[config.mk]
export PLATFORM = sky130hd
export DESIGN_NAME = clock_alarm_scanner_flat
export DESIGN_NICKNAME = d
export VERILOG_FILES = /design/src/rtl/clock_alarm_pkg.sv /design/src/rtl/clock_alarm_scanner_if.sv /design/src/rtl/clock_alarm_scanner.sv /design/src/flat_wrapper.sv
export SDC_FILE = /design/constraint.sdc
export NUM_CORES = 1
export LEC_CHECK = 0
export ABC_AREA = 1
export ABC_CLOCK_PERIOD_IN_PS = 2000
export BUFFER_PORTS_ARGS = -buffer_cell sky130_fd_sc_hd__buf_2
export CAP_MARGIN = 20
export CORE_MARGIN = 2
export CORE_UTILIZATION = 48
export DETAILED_ROUTE_END_ITERATION = 10
export GPL_ROUTABILITY_DRIVEN = 0
export PLACE_DENSITY = 0.8
export SETUP_SLACK_MARGIN = 0.15
export SYNTH_ARGS = -nofsm -noshare
export SYNTH_HDL_FRONTEND = slang
export SYNTH_SLANG_ARGS = --single-unit
[constraint.sdc]
create_clock -name clk -period 2 [get_ports clk]
set_input_delay 0.1 -clock clk [delete_from_list [all_inputs] [get_ports clk]]
set_output_delay 0.1 -clock clk [all_outputs]
set_load 0.02 [all_outputs]
[src/rtl/clock_alarm_pkg.sv]
// clock_alarm_scanner shared types: alarm table entry layout,
// scan FSM states and field positions.
package clock_alarm_pkg;

  localparam int ENTRY_EN_BIT = 31;
  localparam int ENTRY_OS_BIT = 30;
  localparam int TIME_W       = 24;

  typedef enum logic [1:0] {
    IDLE,
    READ,
    CHECK,
    CLEAR
  } scan_state_t;

  typedef struct packed {
    logic              en;
    logic              os;
    logic [5:0]        rsvd;
    logic [TIME_W-1:0] t;
  } alarm_entry_t;

endpackage

[src/rtl/clock_alarm_scanner_if.sv]
// Avalon-MM bus between the alarm scanner (master) and the RAM (slave).
// address/chipselect/write/byteenable/writedata out, readdata back.
interface clock_alarm_scanner_if #(
  parameter int ADDR_W = 10
);

  logic [ADDR_W-1:0] avm_address;
  logic              avm_chipselect;
  logic              avm_write;
  logic [3:0]        avm_byteenable;
  logic [31:0]       avm_writedata;
  logic [31:0]       avm_readdata;

  modport master (
    output avm_address,
    output avm_chipselect,
    output avm_write,
    output avm_byteenable,
    output avm_writedata,
    input  avm_readdata
  );

  modport slave (
    input  avm_address,
    input  avm_chipselect,
    input  avm_write,
    input  avm_byteenable,
    input  avm_writedata,
    output avm_readdata
  );

endinterface

[src/rtl/clock_alarm_scanner.sv]
// Scans the RAM alarm table once per tick and raises a sticky irq on a
// time match. Ports: clk, reset_n, tick, cur_time, irq_ack, avm (master),
// alarm_irq, alarm_index, busy, tick_overrun.
module clock_alarm_scanner
  import clock_alarm_pkg::*;
#(
  parameter int BASE_WORD   = 0,
  parameter int NUM_ENTRIES = 16,
  parameter int ADDR_W      = 10,
  localparam int IDX_W =
    (NUM_ENTRIES > 1) ? $clog2(NUM_ENTRIES) : 1
) (
  input  logic                   clk,
  input  logic                   reset_n,
  input  logic                   tick,
  input  logic [TIME_W-1:0]      cur_time,
  input  logic                   irq_ack,
  clock_alarm_scanner_if.master  avm,
  output logic                   alarm_irq,
  output logic [IDX_W-1:0]       alarm_index,
  output logic                   busy,
  output logic                   tick_overrun
);

  localparam logic [ADDR_W-1:0] BASE_A =
    ADDR_W'(BASE_WORD);
  localparam logic [IDX_W-1:0] LAST_I =
    IDX_W'(NUM_ENTRIES - 1);

  scan_state_t       state_q;
  scan_state_t       state_d;
  logic [IDX_W-1:0]  idx_q;
  logic [TIME_W-1:0] t_lat;
  logic              pend;
  logic              hit_seen;
  logic [6:0]        keep_q;
  logic [ADDR_W-1:0] addr_q;
  alarm_entry_t      rd;
  logic              match;
  logic              last;
  logic              start;
  logic              adv;
  logic              cs;
  logic              wr;
  logic [3:0]        be;
  logic [31:0]       wd;

  assign rd    = alarm_entry_t'(avm.avm_readdata);
  assign last  = (idx_q == LAST_I);
  assign start = (state_q == IDLE) && (tick || pend);
  assign match = (state_q == CHECK) && rd.en &&
                 (rd.t == t_lat);
  // Stepping to the next entry: any transition into READ not from IDLE.
  assign adv   = (state_d == READ) && (state_q != IDLE);

  always_ff @(posedge clk or negedge reset_n) begin
    if (!reset_n) begin
      state_q <= IDLE;
    end else begin
      state_q <= state_d;
    end
  end

  always_comb begin
    state_d = state_q;
    cs      = 1'b0;
    wr      = 1'b0;
    be      = 4'h0;
    wd      = '0;
    unique case (state_q)
      IDLE: begin
        if (tick || pend) state_d = READ;
      end
      READ: begin
        cs      = 1'b1;
        be      = 4'hF;
        state_d = CHECK;
      end
      CHECK: begin
        if (match && rd.os) state_d = CLEAR;
        else if (last)      state_d = IDLE;
        else                state_d = READ;
      end
      CLEAR: begin
        cs = 1'b1;
        wr = 1'b1;
        be = 4'b1000;
        wd[ENTRY_OS_BIT:TIME_W] = keep_q;
        wd[ENTRY_EN_BIT]        = 1'b0;
        state_d = last ? IDLE : READ;
      end
      default: state_d = IDLE;
    endcase
  end

  always_ff @(posedge clk or negedge reset_n) begin
    if (!reset_n) begin
      idx_q        <= '0;
      t_lat        <= '0;
      pend         <= 1'b0;
      hit_seen     <= 1'b0;
      keep_q       <= '0;
      addr_q       <= '0;
      alarm_irq    <= 1'b0;
      alarm_index  <= '0;
      tick_overrun <= 1'b0;
    end else begin
      if (start) begin
        t_lat    <= cur_time;
        idx_q    <= '0;
        hit_seen <= 1'b0;
        addr_q   <= BASE_A;
      end else if (adv) begin
        idx_q  <= idx_q + 1'b1;
        addr_q <= BASE_A + ADDR_W'(idx_q) +
                  ADDR_W'(1);
      end
      if (start)     pend <= 1'b0;
      else if (tick) pend <= 1'b1;
      if (tick && pend) tick_overrun <= 1'b1;
      if (match) begin
        alarm_irq <= 1'b1;
        keep_q    <= {rd.os, rd.rsvd};
        if (!hit_seen) begin
          alarm_index <= idx_q;
          hit_seen    <= 1'b1;
        end
      end else if (irq_ack) begin
        alarm_irq <= 1'b0;
      end
    end
  end

  assign busy               = (state_q != IDLE);
  assign avm.avm_address    = addr_q;
  assign avm.avm_chipselect = cs;
  assign avm.avm_write      = wr;
  assign avm.avm_byteenable = be;
  assign avm.avm_writedata  = wd;

endmodule

[src/flat_wrapper.sv]
// flat-port wrapper written by rule: the top's interface ports become plain ports
module clock_alarm_scanner_flat import clock_alarm_pkg::*;
#(
  parameter int BASE_WORD   = 0,
  parameter int NUM_ENTRIES = 16,
  parameter int ADDR_W      = 10,
  localparam int IDX_W =
    (NUM_ENTRIES > 1) ? $clog2(NUM_ENTRIES) : 1
)
  (clk, reset_n, tick, cur_time, irq_ack, alarm_irq, alarm_index, busy, tick_overrun, avm_avm_address, avm_avm_chipselect, avm_avm_write, avm_avm_byteenable, avm_avm_writedata, avm_avm_readdata);
  clock_alarm_scanner_if #(.ADDR_W(ADDR_W)) avm_i ();
  input  logic clk;
  input  logic reset_n;
  input  logic tick;
  input  logic [TIME_W-1:0] cur_time;
  input  logic irq_ack;
  output logic alarm_irq;
  output logic [IDX_W-1:0] alarm_index;
  output logic busy;
  output logic tick_overrun;
  output wire logic [$bits(avm_i.avm_address)-1:0] avm_avm_address;
  output wire logic [$bits(avm_i.avm_chipselect)-1:0] avm_avm_chipselect;
  output wire logic [$bits(avm_i.avm_write)-1:0] avm_avm_write;
  output wire logic [$bits(avm_i.avm_byteenable)-1:0] avm_avm_byteenable;
  output wire logic [$bits(avm_i.avm_writedata)-1:0] avm_avm_writedata;
  input wire logic [$bits(avm_i.avm_readdata)-1:0] avm_avm_readdata;
  assign avm_avm_address = avm_i.avm_address;
  assign avm_avm_chipselect = avm_i.avm_chipselect;
  assign avm_avm_write = avm_i.avm_write;
  assign avm_avm_byteenable = avm_i.avm_byteenable;
  assign avm_avm_writedata = avm_i.avm_writedata;
  assign avm_i.avm_readdata = avm_avm_readdata;
  clock_alarm_scanner #(.BASE_WORD(BASE_WORD), .NUM_ENTRIES(NUM_ENTRIES), .ADDR_W(ADDR_W)) u_core (.clk(clk), .reset_n(reset_n), .tick(tick), .cur_time(cur_time), .irq_ack(irq_ack), .avm(avm_i), .alarm_irq(alarm_irq), .alarm_index(alarm_index), .busy(busy), .tick_overrun(tick_overrun));
endmodule
Word level (Yosys, flattened, before mapping)
Cells that the tools add are included.
{"block": "classes", "muxes": 19, "n_eq_ne": 6, "reduce_logical": 14, "bitwise": 1, "n_addsub": 2}
{"operator": "$eq 24x24->1", "count": 1}
{"operator": "$mux 10", "count": 2}
{"operator": "$mux 1", "count": 10}
{"operator": "$mux 4", "count": 2}
{"operator": "$pmux 2 s4", "count": 1}
{"operator": "$pmux 4 s2", "count": 1}
{"operator": "$reduce_bool 2->1", "count": 4}
{"operator": "$mux 7", "count": 1}
{"operator": "$logic_and 1x1->1", "count": 6}
{"operator": "$add 4x1->5 const B", "count": 1}
{"operator": "$add 4x1->4 const B", "count": 1}
{"operator": "$eq 2x1->1 const B", "count": 2}
{"operator": "$eq 2x2->1 const B", "count": 2}
{"operator": "$eq 4x4->1 const B", "count": 1}
{"operator": "$mux 2", "count": 2}
{"operator": "$logic_not 2->1", "count": 1}
{"operator": "$reduce_and 2->1", "count": 1}
{"operator": "$reduce_or 2->1", "count": 1}
{"operator": "$logic_or 1x1->1", "count": 1}
{"operator": "$not 1->1", "count": 1}
{"block": "word_totals", "in_bits": 60, "ff_bits": 55}

Longest topological paths before layout
{"block": "depth", "depth_word": 10, "mapped_depth": 12}

Worst setup path before layout
Ideal clock, no wire load.
{"block": "synth_path", "path_kind": "register to register", "start": "register u_core.state_q[1]", "end": "register u_core.t_lat[7]", "synth_period_minus_slack_ns": 1.465, "path_buffers": 3, "slack_ns": 0.535, "arrival_ns": 1.349, "path_stages_with_launch": 10, "path_cell_list": "dfrtp_1 buf_4 nor2_2 inv_2 a21oi_2 inv_2 buf_2 buf_2 nand2_1 nand2_1"}
{"block": "synth_via", "elab_chain_cells": 2}
{"element": "start, declared", "line": "clock_alarm_scanner.sv:30", "source": "scan_state_t state_q;"}
{"element": "start signal, assigned", "line": "clock_alarm_scanner.sv:60", "source": "state_q <= state_d;"}
{"element": "$logic_not 2->1", "line": "clock_alarm_scanner.sv:50", "source": "assign start = (state_q == IDLE) && (tick || pend);"}
{"element": "$logic_and 1x1->1", "line": "clock_alarm_scanner.sv:50"}
{"element": "end signal, assigned", "line": "clock_alarm_scanner.sv:109", "source": "t_lat <= cur_time;"}
{"element": "end, declared", "line": "clock_alarm_scanner.sv:33", "source": "logic [TIME_W-1:0] t_lat;"}
No other way between the ends.
A chain may end at the register's enable or synchronous reset.

Worst setup path after layout
{"block": "layout_path", "start": "register u_core.state_q[0]", "end": "register u_core.idx_q[2]"}
{"block": "layout_via", "elab_chain_cells": 9, "elab_cells_between_ends": 16, "cone_classes": "eq/ne: 4; mux: 4; reduce/logical: 8"}
{"element": "$eq 2x2->1", "line": "clock_alarm_scanner.sv:51, clock_alarm_scanner.sv:70"}
{"element": "$logic_and 1x1->1 (2 in a row)", "line": "clock_alarm_scanner.sv:51", "source": "assign match = (state_q == CHECK) && rd.en &&"}
{"element": "$logic_and 1x1->1", "line": "clock_alarm_scanner.sv:80", "source": "if (match && rd.os) state_d = CLEAR;"}
{"element": "$mux 2", "line": "clock_alarm_scanner.sv:80"}
{"element": "$pmux 2 s4", "line": "clock_alarm_scanner.sv:70", "source": "unique case (state_q)"}
{"element": "$eq 2x1->1", "line": "clock_alarm_scanner.sv:54", "source": "assign adv = (state_d == READ) && (state_q != IDLE);"}
{"element": "$logic_and 1x1->1", "line": "clock_alarm_scanner.sv:54"}
{"element": "$reduce_bool 2->1 (no line)"}
{"element": "end signal, assigned", "line": "clock_alarm_scanner.sv:114", "source": "idx_q <= idx_q + 1'b1;"}
{"element": "end, declared", "line": "clock_alarm_scanner.sv:32", "source": "logic [IDX_W-1:0] idx_q;"}
Several ways; a longest one is shown, not always the timed one.

==> flow_metrics.env <==
export IMPL_fill_cells=540
export IMPL_start_util_pct=49.63
export IMPL_synth_cells=360
export IMPL_cts_buffer_depth=2
export IMPL_antenna_found_initial=0
export IMPL_fin_crit_sh_pct=83.23
export IMPL_synth_common_cells="nand2_1, inv_1, dfrtp_1, nor2_1, buf_4"
export IMPL_pwr_density_cell_nw_per_um2=886.7
export IMPL_vdd_drop_max_mv=0.5045
export IMPL_yosys_warnings=0
export IMPL_ant_nets=0
export IMPL_grt_pass1_wl_um=9591
export IMPL_synth_avg_cell_area_sq_um=7.591
export IMPL_holdPathStages=3
export IMPL_dp_slack_ns=0.2919
export IMPL_ys_seq_elements=46
export IMPL_rsz0062_at_grt="false"
export IMPL_grt_max_degree=30
export IMPL_min_from="avm_avm_readdata[25]"
export IMPL_wl_met2_um=2747
export IMPL_hold_end="u_core.keep_q[1]"
export IMPL_cts_htree_levels=2
export IMPL_status="finished, violations left"
export IMPL_power_switching_uw=1035
export IMPL_r2r_cells=12
export IMPL_path_class="reg2reg"
export IMPL_cp_required_ns=2.19
export IMPL_finalWorstSetupSlack_ns=0.3354
export IMPL_wl_met3_um=271
export IMPL_fp_dieH_um=79.45
export IMPL_multi_input_area_sq_um=1202
export IMPL_cts_made_buffers=5
export IMPL_clk_latency_ns=0.30
export IMPL_cp_end_kind="flip-flop"
export IMPL_synthTopCellsByArea="dfrtp_1, nand2_1, buf_4, inv_1, nor2_1"
export IMPL_p_clk_share_pct=20.8
export IMPL_dr_pass1_iters=4
export IMPL_path_max_fanout=6
export IMPL_p_leak_uw=0.001902
export IMPL_startpoint_type="flip-flop"
export IMPL_grt_usage_pct=19.30
export IMPL_postCtsSetupBuffers=0
export IMPL_setup_viol=0
export IMPL_worstReg2RegStart="u_core.state_q[0]"
export IMPL_hp_class="in2reg"
export IMPL_yosysSeqAreaShare_pct=42.12
export IMPL_grt_pass1_vias=2233
export IMPL_switching_share_pct=36.06
export IMPL_yosysTopAreaCell="dfrtp_1"
export IMPL_yosysTopAreaCellShare_pct=42.12
export IMPL_dieWidth_um=79.45
export IMPL_crit_arrival_ns=1.86
export IMPL_synth_flop_cell="dfrtp_1"
export IMPL_core_area_sq_um=5507
export IMPL_critPathMostFrequentCell="nand2_1"
export IMPL_yosysMostFrequentCell="nand2_1"
export IMPL_hold_ws_ns=-0.001440
export IMPL_highest_layer="met4"
export IMPL_wl_um=5660
export IMPL_viasPerCell=4.405
export IMPL_synth_distinct_cells=33
export IMPL_slowest_delay_ns=0.44
export IMPL_synth_edf_count=0
export IMPL_wirelength_met1_um=2563
export IMPL_worstPathCellList="inv_1 > nand2_2 > nor2_1 > nand2_1 > nor2_1 > nand2_1 > nor2_4 > nand3_4 > nand3_4 > nand2_2 > nand2_1 > nand2_1"
export IMPL_drive_above_1_share_pct=25.84
export IMPL_grt_ovfl_total=0
export IMPL_drv_cap=0
export IMPL_period_needed_ns=1.665
export IMPL_violations="negative hold slack"
export IMPL_routedWlPerCell_um=10.86
export IMPL_fmax_mhz=600.7
export IMPL_p_seq_share_pct=47.4
export IMPL_io_buffer_count=84
export IMPL_drc=0
export IMPL_cp_slowest_cell="dfrtp_1"
export IMPL_seq_area_sq_um=1152
export IMPL_drt_iter0_drc=121
export IMPL_dp_hpwl_um=4407
export IMPL_nNetsFinal=509
export IMPL_syn_area_sq_um=2733
export IMPL_rows=27
export IMPL_fin_tns_setup_ns=0
export IMPL_die_area_sq_um=6312
export IMPL_num_vias=2295
export IMPL_r2r_setup_slack_ns=0.34
export IMPL_diodes=0
export IMPL_clk_pin_slew_ns=0.09
export IMPL_worstReg2RegEnd="u_core.idx_q[2]"
export IMPL_async_flop_share_pct=100.0
export IMPL_cts_sinks=46
export IMPL_skew_ns=0.007065
export IMPL_combPwrFrac_pct=31.9
export IMPL_syn2layout_area_growth_pct=18.50
export IMPL_tritoncts="yes"
export IMPL_drv_slew=0
export IMPL_boundaryPins=115
export IMPL_root_buffer="clkbuf_8"
export IMPL_final_hold_violation_count=1
export IMPL_p_int_uw=1836
==> cells in the final DEF, fill, tap and decap left out, types with 4 or more instances in the layout <==
cell and n:
a21oi_1 7, buf_2 84, buf_4 4, clkbuf_8 6, conb_1 30, dfrtp_1 45
dlygate4sd3_1 6, inv_1 48, nand2_1 109, nand3_1 8, nor2_1 37, o21ai_0 22
xnor2_1 8, xor2_1 6
==> power by group through the flow <==
stage / Sequential (uW) / Clock [uW] / Combinational (uW)
final: 1360 / 596 / 915
after floorplan: 1350 / 0 / 721
after global placement: 1370 / 0 / 883
after global routing: 1390 / 637 / 1060
after detailed placement: 1370 / 0 / 908
after CTS: 1360 / 606 / 920
==> area by class of cell <==
type                    count  area share (%)
clock inverters             2          0.3864
inverters                  50           5.796
flip-flops and latches     46           35.59
repair buffers             94           15.77
well taps                  72           2.782
clock buffers               6           2.550
multi-input cells         251           37.13
==> how the worst max path moves through the flow <==
stage / startpoint / endpoint
6_report: u_core.state_q[0] / u_core.idx_q[2]
5_1_grt: u_core.state_q[0] / u_core.idx_q[0]
2_1_floorplan: u_core.state_q[1] / u_core.t_lat[7]
4_1_cts: u_core.state_q[1] / u_core.idx_q[2]
3_3_place_gp: u_core.state_q[1] / u_core.avm.avm_address[3]
3_5_place_dp: u_core.state_q[1] / u_core.idx_q[2]
==> critical path, delay by kind of cell, from the launching register on <==
kind,cells,cell delay (ns)
simple gates,11,0.99
flops,1,0.44
buf+inv,1,0.11
==> logic make-up (layout without fill, tap and decap cells) <==
family | count (synthesis) | after routing | share of synthesized area [%]
AND/OR/NAND/NOR | 171 | 171 | 27.79
buffers and inverters | 92 | 152 | 17.86
AO/OA/AOI/OAI | 35 | 35 | 7.143
adder cells (fa/ha/maj) | 1 | 1 | 0.4578
XOR/XNOR | 14 | 14 | 4.487
other | 1 | 30 | 0.1372
flip-flops | 46 | 46 | 42.12
==> registers in the layout, summed over array words and instances (netlist names) <==
signal	cells
u_core.state_q	2
u_core.alarm_irq	1
u_core.t_lat	24
u_core.tick_overrun	1
u_core.avm.avm_address	2
u_core.idx_q	3
u_core.alarm_index	4
u_core.hit_seen	1
u_core.pend	1
u_core.keep_q	7
==> timing repair <==
item	4_1_cts	5_1_grt
hold buffers	6	0
resized for setup	0	1
endpoints found under the setup margin	0	2
endpoints found under the hold margin	22	0
==> layer usage <==
metal | global-route usage, % | vias to the layer above
li1 | - | 1195
met1 | 25.07 | 1023
met2 | 33.19 | 70
met3 | 2.489 | 7
met4 | 6.552 | 0
met5 | 0 | -
==> per-stage QoR <==
step	instances	util, %	hold WS [ns]	power, uW	area (sq um)
2_1_floorplan	389	-	-0.1956	2069	2841
3_3_place_gp	507	55.96	0.05381	2249	3082
3_5_place_dp	507	55.96	0.06500	2279	3082
4_1_cts	521	58.78	0.001762	2883	3237
5_1_grt	521	58.80	0.007783	3094	3238
6_report	521	58.80	-0.001440	2871	3238
Note: power is estimated with default switching activity, not from simulation.
